[config.mk]
export PLATFORM = sky130hd
export DESIGN_NAME = tt_um_6bitsub
export DESIGN_NICKNAME = d
export VERILOG_FILES = /design/src/rtl/sub6_pkg.sv /design/src/rtl/tt_sub6_bitcell.sv /design/src/rtl/tt_um_6bitsub.sv
export SDC_FILE = /design/constraint.sdc
export NUM_CORES = 1
export LEC_CHECK = 0
export CAP_MARGIN = 10
export CORE_UTILIZATION = 30
export DETAILED_ROUTE_END_ITERATION = 12
export HOLD_SLACK_MARGIN = 0.08
export PLACE_DENSITY = 0.56
export REMOVE_ABC_BUFFERS = 1
export SYNTH_ARGS = -nofsm -noshare
export SYNTH_HDL_FRONTEND = slang
export SYNTH_HIERARCHICAL = 1
export SYNTH_SLANG_ARGS = --single-unit
[constraint.sdc]
create_clock -name clk -period 2.75 [get_ports clk]
set_clock_uncertainty 0.2 [all_clocks]
set_input_delay 0.275 -clock clk [delete_from_list [all_inputs] [get_ports clk]]
set_output_delay 0.275 -clock clk [all_outputs]
set_load 0.01 [all_outputs]
[src/rtl/sub6_pkg.sv]
// rtl/sub6_pkg.sv - shared types and constants for the bit-serial 6-bit subtractor
package sub6_pkg;

    typedef enum logic [1:0] {
        IDLE  = 2'd0,
        SHIFT = 2'd1,
        DONE  = 2'd2
    } state_t;

    localparam int W     = 7;
    localparam int LAT   = 8;
    localparam int CNT_W = 3;

endpackage

[src/rtl/tt_sub6_bitcell.sv]
// rtl/tt_sub6_bitcell.sv - 1-bit full subtractor: diff = a - b - borrow_in
module tt_sub6_bitcell (
    input  logic a,
    input  logic b,
    input  logic borrow_in,
    output logic diff,
    output logic borrow_out
);

    assign diff       = a ^ b ^ borrow_in;
    assign borrow_out = (~a & b) | (~(a ^ b) & borrow_in);

endmodule

[src/rtl/tt_um_6bitsub.sv]
// rtl/tt_um_6bitsub.sv - bit-serial S - B - C subtractor; SUB6_STICKY_ERR_EN makes invalid sticky
module tt_um_6bitsub
    import sub6_pkg::*;
(
    input  logic       clk,
    input  logic       rst_n,
    input  logic       ena,
    input  logic [7:0] ui_in,
    input  logic [7:0] uio_in,
    output logic [7:0] uo_out,
    output logic [7:0] uio_out,
    output logic [7:0] uio_oe
);

    state_t           state;
    state_t           state_nxt;
    logic             start_q;
    logic             start_prev;
    logic [W-1:0]     s_sr;
    logic [W-1:0]     b_sr;
    logic             borrow;
    logic [CNT_W-1:0] cnt;
    logic [5:0]       d_q;
    logic             inv_q;
    logic             done_q;
    logic             start_rise;
    logic             last_bit;
    logic             cell_diff;
    logic             cell_bout;
    logic             unused_ok;

    assign start_rise = start_q & ~start_prev;
    assign last_bit   = (cnt == CNT_W'(W - 1));

    tt_sub6_bitcell u_cell (
        .a          (s_sr[0]),
        .b          (b_sr[0]),
        .borrow_in  (borrow),
        .diff       (cell_diff),
        .borrow_out (cell_bout)
    );

    always_comb begin
        state_nxt = state;
        case (state)
            IDLE, DONE: if (start_rise) state_nxt = SHIFT;
            SHIFT:      if (last_bit)   state_nxt = DONE;
            default:    state_nxt = IDLE;
        endcase
    end

    // Result bits shift into the top of s_sr, so after W steps it holds R.
    always_ff @(posedge clk) begin
        if (!rst_n) begin
            state      <= IDLE;
            start_q    <= 1'b0;
            start_prev <= 1'b0;
            s_sr       <= '0;
            b_sr       <= '0;
            borrow     <= 1'b0;
            cnt        <= '0;
            d_q        <= '0;
            inv_q      <= 1'b0;
            done_q     <= 1'b0;
        end else begin
            state      <= state_nxt;
            start_q    <= ui_in[7];
            start_prev <= start_q;
            if (state != SHIFT && start_rise) begin
                s_sr   <= ui_in[6:0];
                b_sr   <= {1'b0, uio_in[5:0]};
                borrow <= uio_in[6];
                cnt    <= '0;
                done_q <= 1'b0;
`ifdef SUB6_STICKY_ERR_EN
                inv_q  <= inv_q;
`else
                inv_q  <= 1'b0;
`endif
            end else if (state == SHIFT) begin
                s_sr   <= {cell_diff, s_sr[W-1:1]};
                b_sr   <= b_sr >> 1;
                borrow <= cell_bout;
                cnt    <= cnt + 1'b1;
                if (last_bit) begin
                    d_q    <= s_sr[W-1:1];
                    done_q <= 1'b1;
`ifdef SUB6_STICKY_ERR_EN
                    inv_q  <= inv_q | cell_bout | cell_diff;
`else
                    inv_q  <= cell_bout | cell_diff;
`endif
                end
            end
        end
    end

    assign uo_out    = {done_q, inv_q, d_q};
    assign uio_out   = 8'h00;
    assign uio_oe    = 8'h00;
    assign unused_ok = &{1'b0, ena, uio_in[7]};

endmodule
==> impl_metrics.csv <==
group,metric,value,unit
clocking,clk_pin_slew,60,ps
route,route.detailed.drc,0,
route,met3_wirelength,160,um
worst_setup_path,worstPathMaxFanout,18,
timing,tightest_slew,694,ps
timing,hold_slack,256,ps
place,placed_cell_area,0.00153,mm^2
floorplanning,die_h,68.9,um
global_routing,grt_antenna_before_repair,0,
clocking,htreeDepth,2,
layout,area_growth,22.7,%
floorplanning,dieArea,0.00475,mm^2
global_routing,grt_pass1_vias,954,
route,viasPerCell,4.60,
route,dr.pass1.iters,4,
clocking,cts_hold_buf,0,
layout,nets,208,
layout,final_area,0.00165,mm^2
timing,period_needed,1720,ps
timing,drv_slew,0,
place,hpwl,1.76,mm
timing,slew_headroom,53.7,%
clocking,cts_tree,"done",
synth,synth_seq_cells,29,
floorplanning,die_w,68.9,um
floorplanning,core-area,0.00414,mm^2
synth,yosysUniqueCellTypes,27,
power_and_ir_drop,seq_power_share,45.1,%
power_and_ir_drop,power_density,614,mW/mm^2
power_and_ir_drop,p_int,0.000784,W
worst_setup_path,end_kind,"flip-flop",
power_and_ir_drop,p_clk_share,44.5,%
worst_setup_path,critical_path_arrival,1720,ps
worst_setup_path,r2r-start,"start_prev",
clocking,cts_resized,0,
layout,antennaDiodeCount,0,
place,io_buffers,24,
floorplanning,start_util,32.4,%
timing,min_period_over_period,62.6,%
floorplanning,io_pins,43,
power_and_ir_drop,ir_drop,222,uV
worst_setup_path,cp-startpoint,"rst_n",
timing,timing.fmax,0.581,GHz
worst_setup_path,path_class,"primary input to flip-flop",
worst_setup_path,crit-reg2reg-capture,"inv_q",
layout,num-fill-cells,460,
synth,yosys_warnings,6,
clocking,postCtsSetupBuffers,0,
power_and_ir_drop,leakagePower,0.625,nW
synth,syn-mean-instance-area,8.09,um^2
route,drt_iter0_markers,42,
outcome,outcome,"complete, no violations",
timing,setup_tns,0,ps
global_routing,grt_pass1_wl,4.30,mm
worst_setup_path,start_kind,"primary input",
synth,synth-seq-area-share,43.2,%
timing,setup_violations,0,
worst_setup_path,cp.required,2750,ps
route,wl,2.58,mm
route,dr_wl_met2,1.13,mm
layout,drive_gt1_share,5.88,%
clocking,numCtsBuffers,5,
timing,rsz0062_at_grt,"false",
flow_run,max_cap_violations,0,
floorplanning,row_count,23,
worst_setup_path,crit_path_end,"cnt[2]",
synth,netlist_instances,166,
worst_hold_path,hold_path_class,"flip-flop to flip-flop",
power_and_ir_drop,p_sw,0.000227,W
route,ant_nets,0,
power_and_ir_drop,pwr-share-comb,10.4,%
place,globalplace.congestion,0.727,
route,vias,1090,
clocking,clk_path_buf_depth,2,
clocking,clk_latency,280,ps
global_routing,grt_max_degree,21,
worst_setup_path,r2r_cells,3,
route,wl_met1,1.25,mm
global_routing,grt_overflow,0,
power_and_ir_drop,p_sw_share,22.4,%
global_routing,grtUsageTotal,12.8,%
route,post_drt_wl_per_cell,10.9,um
route,highest_layer,"met4",
clocking,cts_root_buf,"clkbuf_8",
clocking,clock-sinks,29,
worst_setup_path,r2r_setup_slack,1140,ps
timing,final_hold_viol_count,0,
synth,synth_area,0.00134,mm^2
[cell usage in the layout (no fill, tap or decap), types with 2 or more instances in the layout]
cell type,n
inv_1,5
o21ai_0,14
nand2b_1,3
nor3_1,3
clkbuf_8,6
dfxtp_1,29
a21oi_1,11
nor2_1,4
nand2_1,39
a31oi_1,13
buf_4,2
clkdlybuf4s50_1,24
conb_1,16
nand3_1,2
ha_1,2
and2_1,2
[stage by stage]
| step | instances | util [%] | setup slack (ps) | total power [W] |
|---|---|---|---|---|
| 3_3_place_gp | 229 | 37.0 | 747 | 0.000570 |
| 2_1_floorplan | 153 | - | 1050 | 0.000525 |
| 3_5_place_dp | 229 | 37.0 | 721 | 0.000570 |
| 6_report | 237 | 39.8 | 1030 | 0.00101 |
| 4_1_cts | 237 | 39.8 | 1020 | 0.00102 |
| 5_1_grt | 237 | 39.8 | 932 | 0.00107 |
[critical path, cell delays in order]
cell and delay, ps:
clkdlybuf4s50_1 840, inv_1 360, a211oi_2 240
[flip-flops by register name (all words and copies together) (netlist names)]
register    cells
s_sr            7
b_sr            6
d_q             6
cnt             3
state           2
borrow          1
done_q          1
inv_q           1
start_prev      1
start_q         1
[synth_stat cells]
cell,n,area (um^2)
o21ai_0,14,70.1
nand2b_1,3,18.8
a211oi_2,1,12.5
nand3b_1,1,7.51
nand4b_1,1,8.76
inv_1,5,18.8
nand3_1,2,10.0
and2_1,2,12.5
and4b_1,1,10.0
a31oi_1,13,81.3
nor3_1,3,15.0
clkbuf_1,2,7.51
nor2b_1,1,6.26
fa_1,1,20.0
a21oi_1,11,55.1
and2b_1,1,7.51
mux2_4,1,15.0
mux2i_1,1,10.0
buf_2,6,30.0
ha_1,2,25.0
nor2_1,4,15.0
conb_1,1,3.75
clkbuf_2,1,5.00
nand2_1,39,146
buf_4,19,143
dfxtp_1,29,581
o21a_1,1,7.51
[power by group through the flow]
stage	Sequential (W)	Combinational, W	Clock [W]
2_1_floorplan	0.000462	0.0000636	0
3_3_place_gp	0.000465	0.000105	0
3_5_place_dp	0.000465	0.000105	0
4_1_cts	0.000456	0.000106	0.000463
5_1_grt	0.000460	0.000122	0.000486
6_report	0.000456	0.000105	0.000450
[final cells by class]
class	count	area, um^2	area share, %
inverters	5	18.8	1.14
multi-input cells	119	614	37.3
clock inverters	1	30.0	1.82
repair buffers	26	255	15.5
clock buffers	7	86.3	5.24
well taps	50	62.6	3.80
flip-flops and latches	29	581	35.2
[logic make-up after synthesis]
logic type,synth area share (%)
adder cells (fa/ha/maj),3.35
AND/OR/NAND/NOR,19.2
flip-flops,43.2
multiplexers,1.86
AO/OA/AOI/OAI,16.9
other,0.279
buffers and inverters,15.2
[worst min path at each step]
stage / from / end / slack (ps) / cells past startpoint
6_report: d_q[3] / d_q[3] / 260 / 2
5_1_grt: d_q[4] / d_q[4] / 280 / 2
4_1_cts: d_q[3] / d_q[3] / 260 / 2
3_5_place_dp: d_q[3] / d_q[3] / 250 / 2
3_3_place_gp: d_q[5] / d_q[5] / 240 / 2
2_1_floorplan: rst_n / state[0] / 190 / 1
[layer usage]
| metal | global-route usage [%] | vias up |
|---|---|---|
| met2 | 19.1 | 38 |
| li1 | - | 560 |
| met4 | 6.89 | 0 |
| met3 | 4.61 | 7 |
| met5 | 0 | - |
| met1 | 15.9 | 485 |
Power figures use the tool's default switching activity.
